--- src/rtl/oil_slick_controller_pkg.sv ---
// Shared constants, state type and lane helper for the oil-slick sprite controller.
package hp_pkg;

  localparam int SPR_W     = 48;
  localparam int SPR_H     = 36;
  localparam int ROAD_LEFT = 160;
  localparam int LANE_W    = 112;
  localparam int CAR_W     = 32;
  localparam int CAR_H     = 48;
  localparam int SCREEN_H  = 480;

  localparam logic [7:0] LFSR_SEED = 8'hA5;
  localparam logic [7:0] LFSR_TAPS = 8'hB8;
  localparam logic [7:0] CD_RESET  = 8'd64;
  localparam logic [7:0] CD_BASE   = 8'd32;

  typedef enum logic [1:0] {IDLE, ACTIVE, HIT} oil_state_t;

  // Lane 3 does not exist on the road and folds onto lane 0.
  function automatic logic [9:0] lane_x(input logic [1:0] sel);
    logic [1:0] lane;
    lane = (sel == 2'd3) ? 2'd0 : sel;
    return 10'(ROAD_LEFT + (LANE_W - SPR_W) / 2) + 10'(lane) * 10'(LANE_W);
  endfunction

endpackage

--- src/rtl/oil_slick_controller_if.sv ---
// Frame, pixel, car and sprite-ROM signals of the oil-slick controller.
interface oil_slick_controller_if;

  logic                frame_clk;
  logic [9:0]          DrawX;
  logic [9:0]          DrawY;
  logic [3:0]          scroll_speed;
  logic [9:0]          car_x;
  logic [9:0]          car_y;
  logic [11:0]         read_address;
  logic                oil_on;
  logic [9:0]          oil_x;
  logic signed [10:0]  oil_y;
  logic                hit;

  modport master (
    output frame_clk, DrawX, DrawY, scroll_speed, car_x, car_y,
    input  read_address, oil_on, oil_x, oil_y, hit
  );

  modport slave (
    input  frame_clk, DrawX, DrawY, scroll_speed, car_x, car_y,
    output read_address, oil_on, oil_x, oil_y, hit
  );

endinterface

--- src/rtl/oil_slick_controller_lfsr.sv ---
// 8-bit Galois LFSR (x^8+x^6+x^5+x^4+1) that advances only when enabled.
module hp_lfsr8
  import hp_pkg::*;
(
  input  logic       clk_i,
  input  logic       rst_i,
  input  logic       en_i,
  output logic [7:0] q_o
);

  logic [7:0] q_q;
  logic [7:0] q_d;

  always_comb begin
    q_d = q_q;
    if (en_i) begin
      q_d = {1'b0, q_q[7:1]} ^ (q_q[0] ? LFSR_TAPS : '0);
    end
  end

  always_ff @(posedge clk_i or posedge rst_i) begin
    if (rst_i) begin
      q_q <= LFSR_SEED;
    end else begin
      q_q <= q_d;
    end
  end

  assign q_o = q_q;

endmodule

--- src/rtl/oil_slick_controller.sv ---
// Oil-slick spawner/scroller with car collision and a 2-stage sprite ROM address pipe.
module oil_slick_controller
  import hp_pkg::*;
(
  input logic                   Clk,
  input logic                   Reset,
  oil_slick_controller_if.slave bus
);

  localparam logic signed [11:0] S_SPR_W    = 12'(SPR_W);
  localparam logic signed [11:0] S_SPR_H    = 12'(SPR_H);
  localparam logic signed [11:0] S_CAR_W    = 12'(CAR_W);
  localparam logic signed [11:0] S_CAR_H    = 12'(CAR_H);
  localparam logic signed [11:0] S_SCREEN_H = 12'(SCREEN_H);
  localparam logic signed [10:0] OY_START   = 11'(-SPR_H);

  logic [2:0]         sync_q;
  logic               tick;
  oil_state_t         state_q, state_d;
  logic [7:0]         cnt_q, cnt_d;
  logic [9:0]         ox_q, ox_d;
  logic signed [10:0] oy_q, oy_d;
  logic               hit_q, hit_d;
  logic [7:0]         lfsr;
  logic               lfsr_unused;
  logic signed [11:0] ny, cx, cy, oxs, dx, dy;
  logic               exit_w, ovl, in_box;
  logic [11:0]        addr_q, addr_d;
  logic               on1_q, on2_q;

  // sync_q[1:0] is the two-flop synchroniser, sync_q[2] the edge-detect history.
  assign tick = sync_q[1] & ~sync_q[2];

  hp_lfsr8 u_lfsr (
    .clk_i (Clk),
    .rst_i (Reset),
    .en_i  (tick),
    .q_o   (lfsr)
  );

  assign lfsr_unused = lfsr[7];

  assign ny     = {oy_q[10], oy_q} + {8'b0, bus.scroll_speed};
  assign cx     = {2'b00, bus.car_x};
  assign cy     = {2'b00, bus.car_y};
  assign oxs    = {2'b00, ox_q};
  assign exit_w = (ny >= S_SCREEN_H);
  assign ovl    = (cx < oxs + S_SPR_W) && (oxs < cx + S_CAR_W) &&
                  (cy < ny + S_SPR_H)  && (ny < cy + S_CAR_H);

  always_comb begin
    state_d = state_q;
    cnt_d   = cnt_q;
    ox_d    = ox_q;
    oy_d    = oy_q;
    hit_d   = 1'b0;
    if (tick) begin
      unique case (state_q)
        IDLE: begin
          if (cnt_q == 8'd1) begin
            state_d = ACTIVE;
            ox_d    = lane_x(lfsr[1:0]);
            oy_d    = OY_START;
            cnt_d   = CD_BASE + {1'b0, lfsr[6:0]};
          end else begin
            cnt_d = cnt_q - 8'd1;
          end
        end
        ACTIVE: begin
          oy_d = ny[10:0];
          // Leaving the screen takes priority over a collision on the same tick.
          if (exit_w) begin
            state_d = IDLE;
          end else if (ovl) begin
            hit_d   = 1'b1;
            state_d = HIT;
          end
        end
        HIT: begin
          oy_d = ny[10:0];
          if (exit_w) begin
            state_d = IDLE;
          end
        end
        default: state_d = IDLE;
      endcase
    end
  end

  assign dx     = {2'b00, bus.DrawX} - oxs;
  assign dy     = {2'b00, bus.DrawY} - {oy_q[10], oy_q};
  assign in_box = (state_q != IDLE) && !dx[11] && (dx < S_SPR_W) && !dy[11] && (dy < S_SPR_H);
  assign addr_d = in_box ? ((dy << 5) + (dy << 4) + dx) : '0;

  always_ff @(posedge Clk or posedge Reset) begin
    if (Reset) begin
      sync_q  <= '0;
      state_q <= IDLE;
      cnt_q   <= CD_RESET;
      ox_q    <= '0;
      oy_q    <= OY_START;
      hit_q   <= 1'b0;
    end else begin
      sync_q  <= {sync_q[1:0], bus.frame_clk};
      state_q <= state_d;
      cnt_q   <= cnt_d;
      ox_q    <= ox_d;
      oy_q    <= oy_d;
      hit_q   <= hit_d;
    end
  end

  // oil_on carries an extra stage so it lines up with the ROM's registered data_out.
  always_ff @(posedge Clk or posedge Reset) begin
    if (Reset) begin
      addr_q <= '0;
      on1_q  <= 1'b0;
      on2_q  <= 1'b0;
    end else begin
      addr_q <= addr_d;
      on1_q  <= in_box;
      on2_q  <= on1_q;
    end
  end

  assign bus.read_address = addr_q;
  assign bus.oil_on       = on2_q;
  assign bus.oil_x        = ox_q;
  assign bus.oil_y        = oy_q;
  assign bus.hit          = hit_q;

endmodule

--- src/flat_wrapper.sv ---
// flat-port wrapper written by rule: the top's interface ports become plain ports
module oil_slick_controller_flat import hp_pkg::*;
  (Clk, Reset, bus_frame_clk, bus_DrawX, bus_DrawY, bus_scroll_speed, bus_car_x, bus_car_y, bus_read_address, bus_oil_on, bus_oil_x, bus_oil_y, bus_hit);
  oil_slick_controller_if bus_i ();
  input logic Clk;
  input logic Reset;
  input wire logic [$bits(bus_i.frame_clk)-1:0] bus_frame_clk;
  input wire logic [$bits(bus_i.DrawX)-1:0] bus_DrawX;
  input wire logic [$bits(bus_i.DrawY)-1:0] bus_DrawY;
  input wire logic [$bits(bus_i.scroll_speed)-1:0] bus_scroll_speed;
  input wire logic [$bits(bus_i.car_x)-1:0] bus_car_x;
  input wire logic [$bits(bus_i.car_y)-1:0] bus_car_y;
  output wire logic [$bits(bus_i.read_address)-1:0] bus_read_address;
  output wire logic [$bits(bus_i.oil_on)-1:0] bus_oil_on;
  output wire logic [$bits(bus_i.oil_x)-1:0] bus_oil_x;
  output wire logic [$bits(bus_i.oil_y)-1:0] bus_oil_y;
  output wire logic [$bits(bus_i.hit)-1:0] bus_hit;
  assign bus_i.frame_clk = bus_frame_clk;
  assign bus_i.DrawX = bus_DrawX;
  assign bus_i.DrawY = bus_DrawY;
  assign bus_i.scroll_speed = bus_scroll_speed;
  assign bus_i.car_x = bus_car_x;
  assign bus_i.car_y = bus_car_y;
  assign bus_read_address = bus_i.read_address;
  assign bus_oil_on = bus_i.oil_on;
  assign bus_oil_x = bus_i.oil_x;
  assign bus_oil_y = bus_i.oil_y;
  assign bus_hit = bus_i.hit;
  oil_slick_controller u_core (.Clk(Clk), .Reset(Reset), .bus(bus_i));
endmodule
--- config.mk ---
export PLATFORM = sky130hd
export DESIGN_NAME = oil_slick_controller_flat
export DESIGN_NICKNAME = d
export VERILOG_FILES = /design/src/rtl/oil_slick_controller_pkg.sv /design/src/rtl/oil_slick_controller_if.sv /design/src/rtl/oil_slick_controller_lfsr.sv /design/src/rtl/oil_slick_controller.sv /design/src/flat_wrapper.sv
export SDC_FILE = /design/constraint.sdc
export NUM_CORES = 1
export LEC_CHECK = 0
export ABC_CLOCK_PERIOD_IN_PS = 10100
export BUFFER_PORTS_ARGS = -buffer_cell sky130_fd_sc_hd__clkbuf_2
export CORE_MARGIN = 10
export CORE_UTILIZATION = 25
export CTS_CLUSTER_SIZE = 16
export DETAILED_ROUTE_END_ITERATION = 7
export GPL_ROUTABILITY_DRIVEN = 0
export MAX_ROUTING_LAYER = met4
export PLACE_DENSITY_LB_ADDON = 0.25
export SYNTH_ARGS = -nofsm -noshare
export SYNTH_HDL_FRONTEND = slang
export SYNTH_HIERARCHICAL = 1
export SYNTH_SLANG_ARGS = --single-unit
--- constraint.sdc ---
create_clock -name Clk -period 10.1 [get_ports Clk]
set_clock_uncertainty 0.15 [all_clocks]
set_input_delay 2.02 -clock Clk [delete_from_list [all_inputs] [get_ports Clk]]
set_output_delay 2.02 -clock Clk [all_outputs]
set_load 0.03 [all_outputs]
==> After elaboration in Yosys (flattened, before gate mapping) <==
Index checks and enable logic that the tools add are counted.
{ "classes": {"n_addsub": 12, "n_lt_le_gt_ge": 7, "n_mux": 15, "n_eq_ne": 7, "multipliers": 1, "bitwise_logic": 3, "n_reduce_logical": 17} }
{ "ops": {"columns": ["cell", "n"], "rows": [
  ["$lt 11x12->1", 3],
  ["$add 10x6->11 const B", 3],
  ["$add 12x12->12", 2],
  ["$lt 12x7->1 const B", 2],
  ["$pmux 11 s2", 1],
  ["$mux 8", 2],
  ["$add 11x5->12", 1],
  ["$add 12x7->12 const B", 1],
  ["$ge 12x10->1 const B", 1],
  ["$lt 12x12->1", 1],
  ["$mux 12", 1],
  ["$sub 11x11->12", 1],
  ["$mux 11", 1],
  ["$sub 10x10->11", 1],
  ["$add 8x9->10 const A", 1],
  ["$mux 2", 5],
  ["$add 6x7->8 const A", 1],
  ["$eq 8x1->1 const B", 1],
  ["$sub 8x1->8 const B", 1],
  ["$xor 7x8->8", 1],
  ["$logic_and 1x1->1", 7],
  ["$pmux 2 s3", 1],
  ["$reduce_and 3->1", 2],
  ["$mul 2x3->5 const B", 1],
  ["other kinds (13)", 20]
]} }
{ "word_totals": {"register_bits": 57} }

==> Depth between registers and ports, before layout <==
Gate-level depths: netlist (run 1).
{ "depth": {"word_depth": 9, "depth_mapped": 17, "depth_no_buf": 17} }

==> By module <==
The synthesis (run 1) kept the hierarchy.
{ "modules_own_cells": {"columns": ["mod", "cells_each", "area_each_um2", "instances"], "rows": [
  ["oil_slick_controller", 522, 4625.7, 1],
  ["hp_lfsr8", 24, 325.3, 1]
]} }

==> Least setup slack after synthesis (run 1) <==
Ideal clock, no wire load.
{ "synth_path": {"path_type": "input to register", "from": "input bus_scroll_speed[0]", "to": "register u_core.state_q[0]", "setup_slack_ps": 4597, "setup_ps": 123, "arrival_time_ps": 5230, "t_required_ps": 9827, "path_stages": 16, "path_cell_list": "ha_1 fa_1 a211o_1 o21ai_1 xnor2_2 a31o_1 nand2_1 xnor2_1 ha_1 a2111oi_0 o21ai_0 a21oi_1 nor3_1 mux2i_1 a311o_1 o31ai_2"} }
{ "synth_via": {"elab_chain_len": 7} }
{ "synth_lines": {"columns": ["element", "line", "text"], "rows": [
  ["from (decl)", "flat_wrapper.sv:10", "input wire logic [$bits(bus_i.scroll_speed)-1:0] bus_scroll_speed;"],
  ["$add 11x5->12 *", "oil_slick_controller.sv:43", "assign ny = {oy_q[10], oy_q} + {8'b0, bus.scroll_speed};"],
  ["$add 12x7->12", "oil_slick_controller.sv:49", "(cy < ny + S_SPR_H) && (ny < cy + S_CAR_H);"],
  ["$lt 11x12->1", "oil_slick_controller.sv:49", null],
  ["$logic_and 1x1->1", "oil_slick_controller.sv:48", "assign ovl = (cx < oxs + S_SPR_W) && (oxs < cx + S_CAR_W) &&"],
  ["$logic_and 1x1->1", "oil_slick_controller.sv:49", null],
  ["$ne 3x1->1 (no source line)", null, null],
  ["$reduce_and 4->1 (no source line)", null, null],
  ["to (signal assigned)", "oil_slick_controller.sv:105", "state_q <= state_d;"],
  ["to (decl)", "oil_slick_controller.sv:19", "oil_state_t state_q, state_d;"]
]} }
Every way passes the cells marked *; elsewhere a longest branch is shown, timed or not.
A chain may end at the register's enable or synchronous reset.

==> Worst setup path after layout (run 1) <==
Ends and elaborated chain as after synthesis.

==> results of run 1 <==
==> sequential cells by signal, summed over array words and instances, names as in the netlist <==
| name | cells |
|---|---|
| u_core/u_lfsr/q_o | 8 |
| u_core/bus.hit | 1 |
| u_core/state_q | 2 |
| u_core/sync_q | 3 |
| u_core/bus.read_address | 12 |
| u_core/bus.oil_on | 1 |
| u_core/cnt_q | 8 |
| u_core/on1_q | 1 |
| u_core/bus.oil_y | 11 |
| u_core/bus.oil_x | 5 |
==> layer usage <==
| metal | global-route usage, % | wire length (µm) |
|---|---|---|
| met1 | 14.31 | 6601 |
| met2 | 15.63 | 5760 |
| met3 | 2.403 | 701 |
| met4 | 2.523 | 118 |
| met5 | - | 0 |
==> synth_stat cells, types with 4 or more instances <==
| cell type | count |
|---|---|
| a2111oi_0 | 4 |
| and2_1 | 17 |
| o21a_1 | 6 |
| nor2b_1 | 5 |
| nand2_1 | 30 |
| o21ai_0 | 34 |
| fa_1 | 10 |
| nor4_1 | 5 |
| nor3_1 | 18 |
| xnor2_1 | 25 |
| ha_1 | 71 |
| a21oi_1 | 38 |
| buf_4 | 6 |
| o21ai_1 | 4 |
| nand3_1 | 10 |
| dfrtp_1 | 39 |
| buf_2 | 7 |
| o31ai_1 | 4 |
| a21o_1 | 8 |
| nand4_1 | 4 |
| nor2_1 | 33 |
| mux2_2 | 5 |
| dfstp_2 | 13 |
| xor2_1 | 13 |
| nand2b_1 | 5 |
| inv_1 | 57 |
==> critical path: cells and delay by family <==
kind	cells	cell delay (ns)
and+or+nand+nor	2	0.16
AOI/OAI and AO/OA	8	1.94
buffers and inverters	1	0.09
muxes	1	0.27
xor gates and xnor gates	2	0.33
adders and majority gates	3	0.93
==> cell families (layout without fill, tap and decap cells) <==
group / after synthesis / after routing / synth area share, %
compound gates: 135 / 135 / 18.78
xor+xnor: 42 / 42 / 8.036
fa+ha+maj: 81 / 81 / 21.99
buf+inv: 75 / 146 / 6.470
flops: 52 / 52 / 26.61
mux: 8 / 8 / 1.744
other cells: 1 / 4 / 0.07574
simple gates: 152 / 152 / 16.30
==> worst min-delay path by stage <==
stage                                           from                           to  slack, ns  cells after the start
after global placement    u_core/sync_q[0]$_DFF_PP0_   u_core/sync_q[1]$_DFF_PP0_       0.18                      0
after global routing          u_core/on1_q$_DFF_PP0_  u_core/bus.oil_on$_DFF_PP0_       0.21                      0
after floorplan               u_core/on1_q$_DFF_PP0_  u_core/bus.oil_on$_DFF_PP0_       0.18                      0
after detailed placement      u_core/on1_q$_DFF_PP0_  u_core/bus.oil_on$_DFF_PP0_       0.19                      0
after CTS                 u_core/sync_q[0]$_DFF_PP0_   u_core/sync_q[1]$_DFF_PP0_       0.21                      0
final                     u_core/sync_q[0]$_DFF_PP0_   u_core/sync_q[1]$_DFF_PP0_       0.20                      0
==> report_power, final <==
| group | internal [mW] | total [mW] | switching, mW |
|---|---|---|---|
| clock | 0.0926 | 0.174 | 0.0813 |
| combinational | 0.673 | 1.54 | 0.863 |
| sequential | 0.283 | 0.378 | 0.0947 |
==> cell type report <==
cell class,count,share of cell area [%]
clock buffer,6,2.245
clock inverter,2,0.2833
inverter,59,3.858
multi-input combinational,422,57.91
sequential,52,22.95
tap,265,5.776
timing repair buffer,79,6.975
==> metrics by stage <==
step | setup WS [ns] | cells | hold slack [ns] | utilization [%]
5_1_grt | 4.025 | 885 | 0.2100 | 29.50
2_1_floorplan | 4.597 | 549 | 0.1812 | -
6_report | 4.393 | 885 | 0.2021 | 29.50
3_5_place_dp | 4.101 | 877 | 0.1879 | 28.75
3_3_place_gp | 4.244 | 877 | 0.1830 | 28.75
4_1_cts | 4.415 | 885 | 0.2055 | 29.50
==> flow_summary.toml, run 1 <==
[status]
outcome = "complete, no violations"

[critical_path]
rrSetupSlack_ns = 5.74
required_ns = 10.14
worstPathArrival_ns = 5.74
slowest_delay_ns = 0.42
r2r_end = "u_core/state_q[0]$_DFFE_PP0P_"
crit_path_end = "u_core/state_q[0]$_DFFE_PP0P_"
rr_worst_depth = 16
reg2reg_from = "u_core/bus.oil_y[0]$_DFFE_PP0P_"
startpoint = "bus_scroll_speed[0]"
critical_path.cell_chain = "clkbuf_2 -> ha_1 -> fa_1 -> a211o_1 -> o21ai_1 -> xnor2_2 -> a31o_1 -> nand2_1 -> xnor2_1 -> ha_1 -> a2111oi_0 -> o21ai_0 -> a21oi_1 -> nor3_1 -> mux2i_1 -> a311o_1 -> o31ai_2"
path_class = "in2reg"
crit_fanout = 8
cp-start-kind = "primary input"
crit_top_cell = "ha_1"
cp_slowest_cell = "a211o_1"
cp-end-kind = "flip-flop"

[clock_network]
cts_root_buf = "clkbuf_16"
clkTransAtPathRegs_ns = 0.07
cts_tree = "built"
clk_latency_ns = 0.30
cts-hold-fix-buffers = 0
cts-buffers-inserted = 5
cts_setup_buffers = 0
clock_path_buffers = 2
htree_levels = 2
cts_resized = 0
cts_sinks = 52

[layout]
layout_commonest_cell = "clkbuf_2"
final_cell_mix = "clkbuf_2, ha_1, inv_1, dfrtp_1, a21oi_1"
areaGrowthSynthToFinish_pct = 15.95
final_area_um2 = 5741
n_antenna_cell = 0
drive_gt1_share_pct = 20.32
multi_input_area_um2 = 3324
regArea_um2 = 1318
fillerInstances = 2089
nets = 747

[route]
vias_per_cell = 4.631
routed_wl_um = 13180
drc_errors = 0
drtAntennaViolNets = 0
wl_per_cell_um = 14.89
route.vias.total = 4098
drtIter0Drc = 198
dr.pass1.iters = 5

[global_route]
antenna_found_initial = 0
grt_pass1_vias = 4165
grt_pass1_wl_um = 21940
track_usage_pct = 10.57
grt_max_degree = 45
overflow = 0

[yosys]
synth_edf_count = 0
synthArstFlopShare_pct = 100.0
yosysTopAreaCellShare_pct = 19.71
synth_area_leaders = "dfrtp_1, ha_1, dfstp_2"
yosysSeqAreaShare_pct = 26.61
synth_area_um2 = 4951
synth_ff_type = "dfrtp_1"
ys_ff_latch = 52
syn_inst = 546
yosys.area.top_type = "dfrtp_1"
synth_cell_types = 76
synth_area_per_cell_um2 = 9.068
ys_warn_count = 6

[place]
place_hpwl_um = 10840
portBuffers = 77
placed_area_um2 = 5595

[hold_path]
hold_class = "reg2reg"

[power_and_ir_drop]
vdd_drop_max_v = 0.0001242
power_mw = 2.089
power_density_nw_per_um2 = 363.8
leakagePower_nw = 2.716

[timing]
tightest_slew_ns = 0.9803
grt_setup_unrepaired = "false"
finalHoldViolations = 0
period_share_pct = 56.51
final_max_slew_viol_count = 0
setup_viol = 0
slew_headroom_pct = 34.55
max_clock_freq_mhz = 175.2
fin_tns_setup_ns = 0
min_period_ns = 5.707

[die]
initial_core_util_pct = 25.44
core.rowCount = 51
io_pins = 82
die_area_um2 = 25830
die_h_um = 160.7
die-width_um = 160.7
core_um2 = 19460

[flow_run]
cap_violations = 0
(Power assumes the default switching activity.)
==> run 2, diff against run 1 <==
Settings changed: ABC_CLOCK_PERIOD_IN_PS 10100 to 5400.
Clock period 10.1 ns to 5.4 ns, I/O delays scaled along.
==> run 2 against run 1 <==
  * Sequential power rose by 87%
  * Non-clock buffer count stayed put
  * Setup slack worse by 3.7 ns
  * Sequential share of layout area about the same
  * Cell count did not move
  * Global-route usage decreased by 0.21 points
  * Die area is the same
  * Clock power grew 89%
  * Critical endpoint unchanged
  * Critical path type unchanged
  * Hold slack worse by 0.0019 ns
  * Critical path depth did not move
  * Cell area about the same
  * Routed wire length shrank 0.74%
==> flow_summary.toml, run 2 (synthesized netlist as in run 1, its figures left out) <==
[status]
outcome = "complete, no violations"

[critical_path]
required_ns = 5.44
crit_top_cell = "ha_1"
crit_fanout = 8
crit_family = "compound AO/OA/AOI/OAI gates"
cp-start-kind = "primary input"
path_class = "in2reg"
cp.buffers_inverters = 1
critical_path.cell_chain = "clkbuf_2 -> ha_1 -> fa_1 -> a211o_1 -> o21ai_1 -> xnor2_2 -> a31o_1 -> nand2_1 -> xnor2_1 -> ha_1 -> a2111oi_0 -> o21ai_0 -> a21oi_1 -> nor3_1 -> mux2i_1 -> a311o_1 -> o31ai_2"
cp-end-kind = "flip-flop"
slowest_delay_ns = 0.43
cp_slowest_cell = "a211o_1"
worstPathArrival_ns = 4.72

[die]
io_pins = 82
die_area_um2 = 25830
core_um2 = 19460
core.rowCount = 51
die-width_um = 160.7
die_h_um = 160.7
initial_core_util_pct = 25.44

[route]
dr.pass1.iters = 6
route.vias.total = 4070
vias_per_cell = 4.599
wl_per_cell_um = 14.78
drc_errors = 0
drtIter0Drc = 171
drtAntennaViolNets = 0
routed_wl_um = 13080

[clock_network]
cts-buffers-inserted = 5
cts_sinks = 52
cts_setup_buffers = 0
cts-hold-fix-buffers = 0
clk_latency_ns = 0.30
clock_path_buffers = 2
htree_levels = 2
cts_root_buf = "clkbuf_16"
cts_tree = "built"
cts_resized = 0
clkTransAtPathRegs_ns = 0.07

[power_and_ir_drop]
p_switching_mw = 1.936
clkPwrFrac_pct = 8.5
p_int_mw = 1.958
pwr-share-seq_pct = 18.1
vdd_drop_max_v = 0.0002511
netSwitchingFraction_pct = 49.72
p_comb_share_pct = 73.4
leakagePower_nw = 2.723
power_density_nw_per_um2 = 678.0

[global_route]
grt_pass1_vias = 4139
overflow = 0
grt_pass1_wl_um = 21490
track_usage_pct = 10.36
antenna_found_initial = 0
grt_max_degree = 45

[hold_path]
hold_class = "reg2reg"

[timing]
tightest_slew_ns = 0.9921
finalHoldViolations = 0
period_share_pct = 86.64
final_max_slew_viol_count = 0
setup_viol = 0
min_period_ns = 4.678
slew_headroom_pct = 33.76
fin_tns_setup_ns = 0
whs_ns = 0.2001
grt_setup_unrepaired = "false"
max_clock_freq_mhz = 213.8

[layout]
nets = 747
final_cell_mix = "clkbuf_2, ha_1, inv_1, dfrtp_1, a21oi_1"
n_antenna_cell = 0
fillerInstances = 2075
drive_gt1_share_pct = 20.48
layout_commonest_cell = "clkbuf_2"
largest_reg_flops = 12
areaGrowthSynthToFinish_pct = 16.00

[place]
place_hpwl_um = 10840
portBuffers = 77

[flow_run]
cap_violations = 0
-- run 2: changes by cell type in the layout (fill, tap and decap cells not counted) --
| cell | change |
|---|---|
| clkbuf_1 | -1 |
| inv_6 | +1 |
| clkinv_2 | +1 |
| clkinvlp_4 | -1 |
-- run 2: power groups by stage --
stage	combinational [mW]	clock, mW	sequential, mW
after floorplan	2.26	0	0.716
after global placement	2.90	0	0.713
after detailed placement	2.87	0	0.711
after CTS	2.90	0.345	0.706
after global routing	3.27	0.363	0.733
final	2.86	0.329	0.705
-- run 2: worst paths after layout --
path                            cells past startpoint                             from  slack, ns                                to
worst max-delay path                               17              bus_scroll_speed[0]       0.72     u_core/state_q[0]$_DFFE_PP0P_
worst min-delay path                                0       u_core/sync_q[0]$_DFF_PP0_       0.20        u_core/sync_q[1]$_DFF_PP0_
worst max register to register                     16  u_core/bus.oil_y[0]$_DFFE_PP0P_       1.14     u_core/state_q[0]$_DFFE_PP0P_
worst min register to register                      0       u_core/sync_q[0]$_DFF_PP0_       0.20        u_core/sync_q[1]$_DFF_PP0_
max in group asynchronous                           2                            Reset       3.63   u_core/bus.oil_y[1]$_DFFE_PP0P_
min in group asynchronous                           2                            Reset       0.57  u_core/u_lfsr/q_o[1]$_DFFE_PP0P_
-- run 2: stage by stage --
step / utilization, % / std cells / instance area [µm²] / setup slack, ns / total power, mW
6_report: 29.51 / 885 / 5743 / 0.7217 / 3.894
3_5_place_dp: 28.75 / 877 / 5595 / 0.3661 / 3.579
5_1_grt: 29.51 / 885 / 5743 / 0.2709 / 4.364
4_1_cts: 29.51 / 885 / 5743 / 0.7095 / 3.948
2_1_floorplan: - / 549 / 4962 / 0.8372 / 2.973
3_3_place_gp: 28.75 / 877 / 5595 / 0.4733 / 3.611
-- run 2: layer usage --
metal	global-route usage, %	vias to the layer above	share of wire, %
met5	-	-	0
met3	2.403	9	5.5
met2	15.52	114	44
met4	2.233	0	1.1
met1	13.93	1876	50
li1	-	2071	-
-- run 2: final cells by class --
cell class | instances | area (µm²) | area share [%]
Clock buffer | 5 | 125.1 | 2.179
Clock inverter | 3 | 22.52 | 0.3922
Inverter | 59 | 221.5 | 3.856
Multi-Input combinational cell | 422 | 3324 | 57.89
Sequential cell | 52 | 1318 | 22.94
Tap cell | 265 | 331.6 | 5.773
Timing Repair Buffer | 79 | 400.4 | 6.972
==> run 3, diff against run 2 <==
Settings changed: ABC_CLOCK_PERIOD_IN_PS 5400 to 5600.
Clock period 5.4 ns to 5.6 ns, I/O delays scaled along.
==> run 3 against run 2 <==
  * Global-route usage about the same
  * Non-clock buffer count unchanged
  * Cell count stayed put
  * Combinational power fell by 3%
  * Register-to-register slack better by 0.11 ns
  * Power shrank 3.2%
  * First-iteration DRC count fell by 7.0%
  * Clock-buffer cell count is the same
  * Die area unchanged
==> flow_summary.toml, run 3 (synthesized netlist as in run 1, its figures left out) <==
[status]
outcome = "complete, no violations"

[die]
die-width_um = 160.7
io_pins = 82
initial_core_util_pct = 25.44
die_h_um = 160.7
core.rowCount = 51
die_area_um2 = 25830
core_um2 = 19460

[layout]
multi_input_area_um2 = 3324
n_antenna_cell = 0
areaGrowthSynthToFinish_pct = 16.05
fillerInstances = 2106
drive_gt1_share_pct = 20.48
layout_commonest_cell = "clkbuf_2"
fin_util_pct = 29.52
largest_reg_flops = 12
regArea_um2 = 1318
nets = 747
final_cell_mix = "clkbuf_2, ha_1, inv_1, dfrtp_1, a21oi_1"

[timing]
period_share_pct = 85.80
tightest_slew_ns = 0.9878
final_max_slew_viol_count = 0
fin_tns_setup_ns = 0
whs_ns = 0.2040
slew_headroom_pct = 34.05
setup_viol = 0
max_clock_freq_mhz = 208.1
grt_setup_unrepaired = "false"
finalHoldViolations = 0
min_period_ns = 4.805

[critical_path]
crit_fanout = 8
path_class = "in2reg"
rr_worst_depth = 16
worstPathArrival_ns = 4.85
reg2reg_from = "u_core/bus.oil_y[0]$_DFFE_PP0P_"
cp-end-kind = "flip-flop"
required_ns = 5.64
r2r_end = "u_core/state_q[0]$_DFFE_PP0P_"
cp-start-kind = "primary input"
rrSetupSlack_ns = 1.25
startpoint = "bus_scroll_speed[0]"

[clock_network]
htree_levels = 2
cts_tree = "built"
cts_root_buf = "clkbuf_16"
cts_setup_buffers = 0
clk_latency_ns = 0.31
cts_sinks = 52
clkTransAtPathRegs_ns = 0.07
clock_path_buffers = 2
cts-buffers-inserted = 5
cts-hold-fix-buffers = 0
cts_resized = 0

[route]
route.vias.total = 4095
drtAntennaViolNets = 0
routed_wl_um = 13130
vias_per_cell = 4.627
drc_errors = 0
wl_per_cell_um = 14.83
dr.pass1.iters = 4
drtIter0Drc = 159

[hold_path]
min_from = "u_core/on1_q$_DFF_PP0_"
whs_path_depth = 0
hold_end = "u_core/bus.oil_on$_DFF_PP0_"
hold_class = "reg2reg"

[global_route]
overflow = 0
antenna_found_initial = 0
grt_max_degree = 45
track_usage_pct = 10.39
grt_pass1_vias = 4173
grt_pass1_wl_um = 21490

[power_and_ir_drop]
power_density_nw_per_um2 = 656.0
p_int_mw = 1.893
pwr-share-seq_pct = 18.0
vdd_drop_max_v = 0.0002374
p_switching_mw = 1.876
clkPwrFrac_pct = 8.5
p_comb_share_pct = 73.4
leakagePower_nw = 2.720
netSwitchingFraction_pct = 49.77

[place]
place_hpwl_um = 10840
portBuffers = 77

[flow_run]
cap_violations = 0
-- run 3: cell count changes in the layout (fill, tap and decap cells not counted), sizes merged --
cell,previous run,this run
inv,60,61
clkinv,2,0
clkinvlp,0,1
-- run 3: critical path, cell delays in order --
cell and delay [ns]:
clkbuf_2 0.09, ha_1 0.23, fa_1 0.40, a211o_1 0.43, o21ai_1 0.18, xnor2_2 0.21, a31o_1 0.25, nand2_1 0.08
xnor2_1 0.13, ha_1 0.30, a2111oi_0 0.40, o21ai_0 0.15, a21oi_1 0.21, nor3_1 0.08, mux2i_1 0.28, a311o_1 0.24
o31ai_2 0.06
-- run 3: per-layer routing --
metal / vias up / wire [µm] / global-route usage [%]
met5: - / 0 / -
met4: 0 / 180 / 2.936
met3: 9 / 616 / 2.173
met2: 114 / 5700 / 15.38
met1: 1896 / 6628 / 14.00
li1: 2076 / - / -
-- run 3: worst max path at each step --
stage / to / slack (ns) / cells past startpoint
after floorplan: u_core/state_q[0]$_DFFE_PP0P_ / 1.0 / 16
after global placement: u_core/state_q[0]$_DFFE_PP0P_ / 0.64 / 17
after global routing: u_core/state_q[0]$_DFFE_PP0P_ / 0.46 / 17
after detailed placement: u_core/state_q[0]$_DFFE_PP0P_ / 0.50 / 17
after CTS: u_core/state_q[0]$_DFFE_PP0P_ / 0.82 / 17
final: u_core/state_q[0]$_DFFE_PP0P_ / 0.80 / 17
-- run 3: area by class of cell --
| class | instances | area share [%] |
|---|---|---|
| clock buffers | 5 | 2.178 |
| clock inverters | 3 | 0.4355 |
| inverters | 59 | 3.855 |
| multi-input cells | 422 | 57.86 |
| flip-flops and latches | 52 | 22.93 |
| well taps | 265 | 5.771 |
| repair buffers | 79 | 6.969 |
-- run 3: metrics by stage --
step           instance area (µm²)  instances  setup WS (ns)  power, mW
6_report                      5746        885         0.7952      3.769
5_1_grt                       5746        885         0.4600      4.230
4_1_cts                       5746        885         0.8204      3.825
3_5_place_dp                  5595        877         0.5007      3.465
3_3_place_gp                  5595        877         0.6447      3.480
2_1_floorplan                 4962        549         0.9972      2.867
-- run 3: power by group through the flow --
stage | logic, mW | registers [mW] | clock network [mW]
2_1_floorplan | 2.18 | 0.691 | 0
3_3_place_gp | 2.79 | 0.688 | 0
3_5_place_dp | 2.78 | 0.686 | 0
4_1_cts | 2.81 | 0.680 | 0.338
5_1_grt | 3.18 | 0.703 | 0.349
6_report | 2.77 | 0.679 | 0.322
